**src/rtl/barrett_pkg.sv**
```systemverilog
// Shared sizing, step counts and FSM encoding for the serial Barrett reducer.
package barrett_pkg;
  localparam int DATA_LENGTH  = 64;
  localparam int BLOCK_LENGTH = 16;
  localparam int NUM_BLOCKS   = DATA_LENGTH / BLOCK_LENGTH;
  localparam int MUL_Q_STEPS  = 4 * NUM_BLOCKS * NUM_BLOCKS;
  localparam int MUL_M_STEPS  = NUM_BLOCKS * (NUM_BLOCKS + 1);
  localparam int CNT_W        = $clog2(2 * NUM_BLOCKS);

  typedef logic [CNT_W-1:0] digit_cnt_t;

  typedef enum logic [2:0] {
    IDLE  = 3'd0,
    LOAD  = 3'd1,
    MUL_Q = 3'd2,
    MUL_M = 3'd3,
    SUB   = 3'd4,
    CORR  = 3'd5,
    DONE  = 3'd6
  } state_t;
endpackage

```
**src/rtl/barrett_block_mul.sv**
```systemverilog
// Registered BLOCK_LENGTH x BLOCK_LENGTH unsigned multiplier, one cycle latency.
module barrett_block_mul
  import barrett_pkg::*;
(
  input  logic                      clk_i,
  input  logic [BLOCK_LENGTH-1:0]   a_i,
  input  logic [BLOCK_LENGTH-1:0]   b_i,
  output logic [2*BLOCK_LENGTH-1:0] p_o
);
  always_ff @(posedge clk_i)
    p_o <= {{BLOCK_LENGTH{1'b0}}, a_i} * {{BLOCK_LENGTH{1'b0}}, b_i};
endmodule

```
**src/rtl/barrett_reduce_serial.sv**
```systemverilog
// Digit-serial Barrett reduction x mod m through one shared block multiplier.
// Optional BARRETT_ERR_EN adds err_o flagging precondition violations.
module barrett_reduce_serial
  import barrett_pkg::*;
(
  input  logic                       clk_i,
  input  logic                       rst_i,
  input  logic                       start_i,
  output logic                       busy_o,
  output logic                       finish_o,
  input  logic [2*DATA_LENGTH-1:0]   indata_x_i,
  input  logic [DATA_LENGTH-1:0]     modulus_i,
  input  logic [2*DATA_LENGTH-1:0]   mu_i,
  output logic [DATA_LENGTH-1:0]     outdata_r_o
`ifdef BARRETT_ERR_EN
  , output logic                     err_o
`endif
);
  localparam int K = DATA_LENGTH;
  localparam int B = BLOCK_LENGTH;
  localparam int N = NUM_BLOCKS;

  state_t           state;
  logic [2*K-1:0]   x_r, mu_r;
  logic [K-1:0]     m_r;
  logic [K:0]       q_r;
  logic [4*K-1:0]   acc, acc_add, acc_next;
  logic [K+1:0]     r_r, r_new, r_sub, m_ext;
  digit_cnt_t       a_idx, b_idx, a_last, b_last;
  logic             issue_done, issue, p_vld, corr_cnt;
  logic [CNT_W:0]   p_shift;
  logic [B-1:0]     op_a, op_b;
  logic [2*B-1:0]   prod;
  logic [(N+1)*B-1:0] q_ext;

  assign busy_o   = (state != IDLE) && (state != DONE);
  assign finish_o = (state == DONE);
  assign q_ext    = {{((N+1)*B-K-1){1'b0}}, q_r};
  assign m_ext    = {2'b00, m_r};
  assign issue    = ((state == MUL_Q) || (state == MUL_M)) && !issue_done;

  // MUL_Q walks 2N x 2N digits of x and mu; MUL_M walks N+1 digits of q_hat by N of m.
  always_comb begin
    op_a   = x_r[a_idx*B +: B];
    op_b   = mu_r[b_idx*B +: B];
    a_last = digit_cnt_t'(2*N-1);
    b_last = digit_cnt_t'(2*N-1);
    if (state == MUL_M) begin
      op_a   = q_ext[a_idx*B +: B];
      op_b   = m_r[b_idx*B +: B];
      a_last = digit_cnt_t'(N);
      b_last = digit_cnt_t'(N-1);
    end
  end

  barrett_block_mul u_mul (
    .clk_i (clk_i),
    .a_i   (op_a),
    .b_i   (op_b),
    .p_o   (prod)
  );

  assign acc_add  = {{(4*K-2*B){1'b0}}, prod} << (p_shift * B);
  assign acc_next = p_vld ? acc + acc_add : acc;
  // Only the low K+2 bits of x - T are meaningful since the true remainder is < 3m.
  assign r_new    = x_r[K+1:0] - acc[K+1:0];
  assign r_sub    = r_r - m_ext;

  always_ff @(posedge clk_i) begin
    if (rst_i) begin
      state       <= IDLE;
      x_r         <= '0;
      mu_r        <= '0;
      m_r         <= '0;
      q_r         <= '0;
      acc         <= '0;
      r_r         <= '0;
      a_idx       <= '0;
      b_idx       <= '0;
      issue_done  <= 1'b0;
      p_vld       <= 1'b0;
      p_shift     <= '0;
      corr_cnt    <= 1'b0;
      outdata_r_o <= '0;
`ifdef BARRETT_ERR_EN
      err_o       <= 1'b0;
`endif
    end else begin
      p_vld   <= issue;
      p_shift <= {1'b0, a_idx} + {1'b0, b_idx};
      case (state)
        IDLE: if (start_i) state <= LOAD;
        LOAD: begin
          x_r        <= indata_x_i;
          m_r        <= modulus_i;
          mu_r       <= mu_i;
          acc        <= '0;
          a_idx      <= '0;
          b_idx      <= '0;
          issue_done <= 1'b0;
          corr_cnt   <= 1'b0;
`ifdef BARRETT_ERR_EN
          err_o      <= (modulus_i < K'(2));
`endif
          state      <= MUL_Q;
        end
        MUL_Q, MUL_M: begin
          acc <= acc_next;
          if (issue) begin
            if (b_idx == b_last) begin
              b_idx <= '0;
              if (a_idx == a_last) issue_done <= 1'b1;
              else                 a_idx <= a_idx + 1'b1;
            end else begin
              b_idx <= b_idx + 1'b1;
            end
          end else begin
            // drain cycle: last product lands in acc_next
            issue_done <= 1'b0;
            a_idx      <= '0;
            b_idx      <= '0;
            if (state == MUL_Q) begin
              q_r   <= acc_next[2*K +: K+1];
              acc   <= '0;
              state <= MUL_M;
            end else begin
              state <= SUB;
            end
          end
        end
        SUB: begin
          r_r <= r_new;
          if (r_new >= m_ext) state <= CORR;
          else begin
            outdata_r_o <= r_new[K-1:0];
            state       <= DONE;
          end
        end
        CORR: begin
          r_r      <= r_sub;
          corr_cnt <= 1'b1;
          if ((r_sub < m_ext) || corr_cnt) begin
            outdata_r_o <= r_sub[K-1:0];
            state       <= DONE;
`ifdef BARRETT_ERR_EN
            if (r_sub >= m_ext) err_o <= 1'b1;
`endif
          end
        end
        DONE:    state <= IDLE;
        default: state <= IDLE;
      endcase
    end
  end
endmodule
```
**config.mk**
```make
export PLATFORM = sky130hd
export DESIGN_NAME = barrett_reduce_serial
export DESIGN_NICKNAME = d
export VERILOG_FILES = /design/src/rtl/barrett_pkg.sv /design/src/rtl/barrett_block_mul.sv /design/src/rtl/barrett_reduce_serial.sv
export SDC_FILE = /design/constraint.sdc
export NUM_CORES = 2
export LEC_CHECK = 0
export ABC_AREA = 1
export CORE_MARGIN = 2
export CORE_UTILIZATION = 35
export CTS_BUF_LIST = sky130_fd_sc_hd__clkbuf_8
export CTS_CLUSTER_SIZE = 24
export DETAILED_ROUTE_END_ITERATION = 10
export HOLD_SLACK_MARGIN = 0.1
export PLACE_DENSITY = 0.55
export SETUP_SLACK_MARGIN = 0.02
export SYNTH_ARGS = -nofsm -noshare
export SYNTH_HDL_FRONTEND = slang
export SYNTH_HIERARCHICAL = 1
export SYNTH_SLANG_ARGS = --single-unit
```
**constraint.sdc**
```tcl
create_clock -name clk_i -period 14.4 [get_ports clk_i]
set_input_delay 2.88 -clock clk_i [delete_from_list [all_inputs] [get_ports clk_i]]
set_output_delay 2.88 -clock clk_i [all_outputs]
set_load 0.01 [all_outputs]
```
* Yosys cells after proc, flatten, opt, wreduce, memory -nomap -nowiden
Index checks and enable logic that the tools add are counted.
** Cells by class
- Add/sub/neg operators :: 6
- Multiply operators :: 1
- Div/mod/pow operators :: 0
- $lt $le $gt $ge :: 2
- Equal/unequal tests :: 16
- Shift operators :: 5
- Muxes and demuxes :: 30
- Bitwise operators :: 1
- Reductions and logical operators :: 16
** Operators by type and width (number)
- $mux W256 :: 3
- $pmux W256 S2 :: 1
- $add A256 B256 Y256 :: 1
- $shiftx A128 B8 Y16 :: 2
- $shl A32 B8 Y256 :: 1
- $pmux W66 S2 :: 1
- $mux W64 :: 2
- $pmux W64 S2 :: 1
- $shiftx A80 B8 Y16 :: 1
- $ge A66 B64 Y1 :: 1
- $lt A66 B64 Y1 :: 1
- $sub A66 B64 Y66 :: 1
- $sub A66 B66 Y66 :: 1
- $shiftx A64 B8 Y16 :: 1
- $mul A16 B16 Y32 :: 1
- $mux W16 :: 2
- $mux W3 :: 10
- $pmux W3 S5 :: 1
- $reduce_and A3 Y1 :: 5
- $ne A3 B3 Y1 const B :: 4
- $pmux W3 S2 :: 2
- $eq A3 B3 Y1 const B :: 3
- $ne A2 B2 Y1 const B :: 4
- $add A3 B1 Y3 const B :: 2
- other kinds (15) :: 25
** Storage, ports and cells
- Bits in registers :: 819
- Latch bits :: 0
- Bits in writable memories :: 0
- ROM bits :: 0
- Input port bits :: 323
- Logic and storage cells :: 92
- Memories kept :: 0

* Longest topological paths before layout
- Depth in word-level cells :: 7
- Depth in mapped cells :: 38

* Modules after synthesis
The synthesis kept the hierarchy.
** By module, submodules not included
- barrett_reduce_serial :: times used 1, cells each 10868, area an instance 64301.7 um2
- barrett_block_mul :: times used 1, cells each 1407, area an instance 10167.3 um2

* Worst setup path before layout
OpenSTA, ideal clock, no wires.
- Path kind :: flip-flop to flip-flop
- From :: register state[0]
- To :: register u_mul.p_o[28]
- Arrival :: 6.742 ns
- Required time :: 14.288 ns
- Slack :: 7.546 ns
- Stages on the path, launching flop included :: 35
- Buffers on the path :: 4
- Clock period less this slack :: 6.854 ns
- Cells stage by stage :: dfxtp_1 inv_1 nor3_2 clkbuf_1 clkbuf_1 nand2_1 o211ai_1 nand3_1 a21oi_1 a41o_1 clkbuf_1 clkbuf_1 nand2_1 fa_1 inv_1 fa_1 inv_1 fa_1 inv_1 fa_1 fa_1 inv_1 fa_1 inv_1 ha_1 nand2_2 inv_1 nand2_1 nand2_1 nand2_1 nand2_1 a21oi_1 nand2_1 nand2_1 nand2_1
** Between the ends
- Cells in the longest elaborated chain, start to end :: 3
** Ends and longest elaborated chain
- from (decl) :: RTL line barrett_reduce_serial.sv:23 : state_t state;
- from (signal assigned) :: RTL line barrett_reduce_serial.sv:71 : state <= IDLE;
- from (signal assigned) :: RTL line barrett_reduce_serial.sv:92 : IDLE: if (start_i) state <= LOAD;
- from (signal assigned) :: RTL line barrett_reduce_serial.sv:105 : state <= MUL_Q;
- $eq A3 B2 Y1 :: RTL line barrett_reduce_serial.sv:48 : if (state == MUL_M) begin
- $mux W16 :: RTL line barrett_reduce_serial.sv:48
- via op_a[5] :: RTL line barrett_reduce_serial.sv:32 : logic [B-1:0] op_a, op_b;
- $mul A16 B16 Y32 :: RTL line barrett_block_mul.sv:11 : p_o <= {{BLOCK_LENGTH{1'b0}}, a_i} * {{BLOCK_LENGTH{1'b0}}, b_i};
- to (signal assigned) :: RTL line barrett_block_mul.sv:11
- to (decl) :: RTL line barrett_block_mul.sv:8 : output logic [2*BLOCK_LENGTH-1:0] p_o
The timed path passes the listed nets, and every way through them passes these cells.
A chain may end at the register's enable or synchronous reset.

* Final worst setup path
- From :: register state[0]
- To :: register u_mul.p_o[28]
** Between the ends
- Cells in the longest elaborated chain, start to end :: 3
** Ends and longest elaborated chain (RTL line)
- $eq A3 B2 Y1 :: barrett_reduce_serial.sv:48
- $mux W16 :: barrett_reduce_serial.sv:48
- via op_b[10] :: barrett_reduce_serial.sv:32
- $mul A16 B16 Y32 :: barrett_block_mul.sv:11
The timed path passes the listed nets, and every way through them passes these cells.

==> results by group <==
Run status
  • Status: finished, violations left
  • Violated checks: capacitance limit, slew limit

Floorplanning
  • Die H: 465.3 µm
  • Area of the core: 0.2119 mm²
  • DIE WIDTH: 465.3 µm
  • Die area: 0.2165 mm²
  • IO Count: 389
  • Rows: 169
  • Initial Util: 35.15%

Critical path
  • Required @ worst endpoint: 15240 ps
  • Crit start category: flip-flop
  • CP Data Arrival Time: 9520 ps
  • Largest stage delay, worst path: 1000 ps
  • Crit-path max FO: 190
  • Worst Setup End Kind: flip-flop
  • WS Path Type: flip-flop to flip-flop
  • CP max-delay cell: a32o_1

Logic synthesis
  • Top cells by area, synth: dfxtp_1 20%, nand2_1 12%, inv_1 9.7%
  • Ys flop type: dfxtp_1
  • Largest family of logic cells by synthesized area: simple AND/OR/NAND/NOR gates
  • Xor/xnor share of the synthesized area: 2.293%
  • Mapped Cells: 12280
  • Adder-cell share of the synthesized area: 14.70%
  • Compound-gate portion of the synthesized area: 22.20%
  • Post-Synth Simple-Gate Area: 28.01%
  • Seq cells post-synth: 756
  • Synth warnings: 6
  • Post-synth EDFFs: 0
  • Mapped Nets: 13350
  • Mean Syn Cell Area: 6.067 µm²
  • Share of the yosys chip area belonging to registers: 20.32%
  • Async S/R FF share, synth: 0%
  • Cell taking the most area after synthesis: dfxtp_1
  • Mux contribution to synthesized area: 0.1479%
  • Netlist cell types: 65
  • Area share of the largest cell type after synthesis: 20.32%
  • Post-Syn Area: 0.07447 mm²

Pwr
  • Pwr/cell area: 247.3 mW/mm²
  • Worst VDD drop: 0.0001350 V
  • Leakage: 37.50 nW

STA
  • Period utilization: 60.26%
  • Hold Violations, Final: 0
  • RSZ-0062 raised after global routing: no
  • Slew headroom: -6.221%
  • Final Skew: 106.6 ps
  • Final setup vio count: 0
  • Fin worst setup slack: 5723 ps
  • Slew of the pin with the lowest slew margin: 1586 ps
  • Post-route setup TNS: 0 ps
  • Max-slew violation count: 6
  • Max Clk Rate: 115.2 MHz
  • Min Clock Period, post-route: 8677 ps

Place
  • Post-Place Cells: 15150
  • DPL Wire Length: 385.2 mm
  • Post-Place Worst Slack: 5908 ps
  • Dpl cell area: 0.08124 mm²
  • IO buf count: 388
  • Final Wtd Congestion: 1.106

Clocking
  • CTS tree: done
  • Number of CTS-inserted buffers: 157
  • Clk Latency, worst-skew pair: 1030 ps
  • Total clock sinks: 756
  • H-Tree Depth: 4
  • # hold bufs at CTS: 0
  • Clock Root Buffer: clkbuf_8
  • Post-CTS Resized: 0
  • Clock-pin transition on the worst setup and hold timing paths: 60 ps
  • Post-CTS Setup Bufs: 0
  • Max clock buf depth: 3

Layout
  • Most common cell after layout, fill and taps aside: nand2_1
  • Final-layout fill cell count: 23340
  • Area delta synth->final: 13.85%
  • Commonest cells after routing, fill and taps aside: 2451 x nand2_1, 1970 x inv_1, 1736 x nor2_1
  • Final net count: 13560
  • Post-Layout Cell Count: 15450
  • Layout cells sized above 1: 4.545%
  • Final instance area: 0.08478 mm²

Worst hold path
  • Hold Crit Class: flip-flop to flip-flop

Global route
  • Total Routing Usage GR: 41.24%
  • Grt ovf: 0
  • First-pass GRT wire length: 633.2 mm
  • Initial antenna violation count: 41
  • Largest net degree at the start of global routing: 191
  • Vias in the first global route: 84040

Routing
  • Routed WL: 461.8 mm
  • Via count: 86970
  • Initial DRC count: 10090
  • # DRC: 0
  • DRT Pass-1 Iters: 7
  • Vias/cell: 5.630
  • WL per Instance: 29.90 µm
  • Routed Antenna Nets: 0

Job
  • Maxcap violations: 1
[flip-flops by register name (all words and copies together), names as in the netlist]
name,count
corr_cnt,1
acc,193
b_idx,3
u_mul/p_o,32
a_idx,3
p_shift,4
m_r,64
state,3
x_r,128
r_r,66
mu_r,128
p_vld,1
issue_done,1
outdata_r_o,64
q_r,65
[final cells by class]
type                    count  area, µm²  share of cell area [%]
multi-input cells        9096      50280                   59.31
flip-flops and latches    756      15140                   17.86
inverters                1948       7335                   8.651
repair buffers            526       4946                   5.834
well taps                2821       3530                   4.163
clock buffers             190       2615                   3.084
clock inverters            91      883.3                   1.042
diodes                     19      47.55                 0.05608
[routing by layer]
| layer | GRT usage (%) | up-vias | routed length, µm |
|---|---|---|---|
| met5 | 0 | - | 173 |
| li1 | - | 40070 | - |
| met4 | 32.49 | 26 | 43370 |
| met1 | 49.04 | 41330 | 178000 |
| met3 | 9.533 | 1145 | 40980 |
| met2 | 63.96 | 4406 | 199300 |
[through the flow]
stage               hold slack (ps)  total power, W  util, %
finish                        449.8         0.02097    40.02
global route                  466.5         0.02244    40.00
CTS                           448.4         0.02074    39.99
detailed placement            440.4         0.01800    38.34
global placement              435.7         0.01796    38.34
floorplan                     424.4         0.01225        -
[synth_stat cells (24+ instances only)]
master	n
a21boi_0	24
a21o_1	69
a21oi_1	1373
a31oi_1	33
and2_1	27
buf_1	46
clkbuf_1	407
dfxtp_1	756
fa_1	198
ha_1	558
inv_1	1929
nand2_1	2456
nand3_1	508
nand3b_1	38
nand4_1	96
nor2_1	1738
nor3_1	69
o211ai_1	142
o21a_1	60
o21ai_0	1115
o21bai_1	92
o22ai_1	33
or2_2	88
xnor2_1	24
xor2_1	171
[power breakdown]
| part | internal [W] | total, W | switching, W |
|---|---|---|---|
| logic | 0.00450 | 0.0152 | 0.0107 |
| registers | 0.00265 | 0.00310 | 0.000450 |
| clock network | 0.00139 | 0.00264 | 0.00125 |
| total | 0.00854 | 0.0210 | 0.0124 |
[worst paths after layout]
check,start,to,slack [ps],cells after the start
setup / recovery,state[0],u_mul/p_o[28],5720,28
hold / removal,x_r[109],x_r[109],450,2
setup reg to reg,state[0],u_mul/p_o[28],5720,28
hold reg to reg,x_r[109],x_r[109],450,2
[worst max-delay path, delay by kind of cell (launching register included)]
kind,cells,cell delay (ps)
AO/OA/AOI/OAI,5,1610
AND/OR/NAND/NOR,8,950
adder cells (fa/ha/maj),7,3660
buffers and inverters,8,1890
flip-flops,1,380
[cell families after synthesis]
kind of cell    count (synthesis)
flops                         756
compound gates               3031
mux                            11
fa+ha+maj                     756
buf+inv                      2423
xor+xnor                      195
simple gates                 5103
No activity file was read; power rests on OpenSTA's default activity.
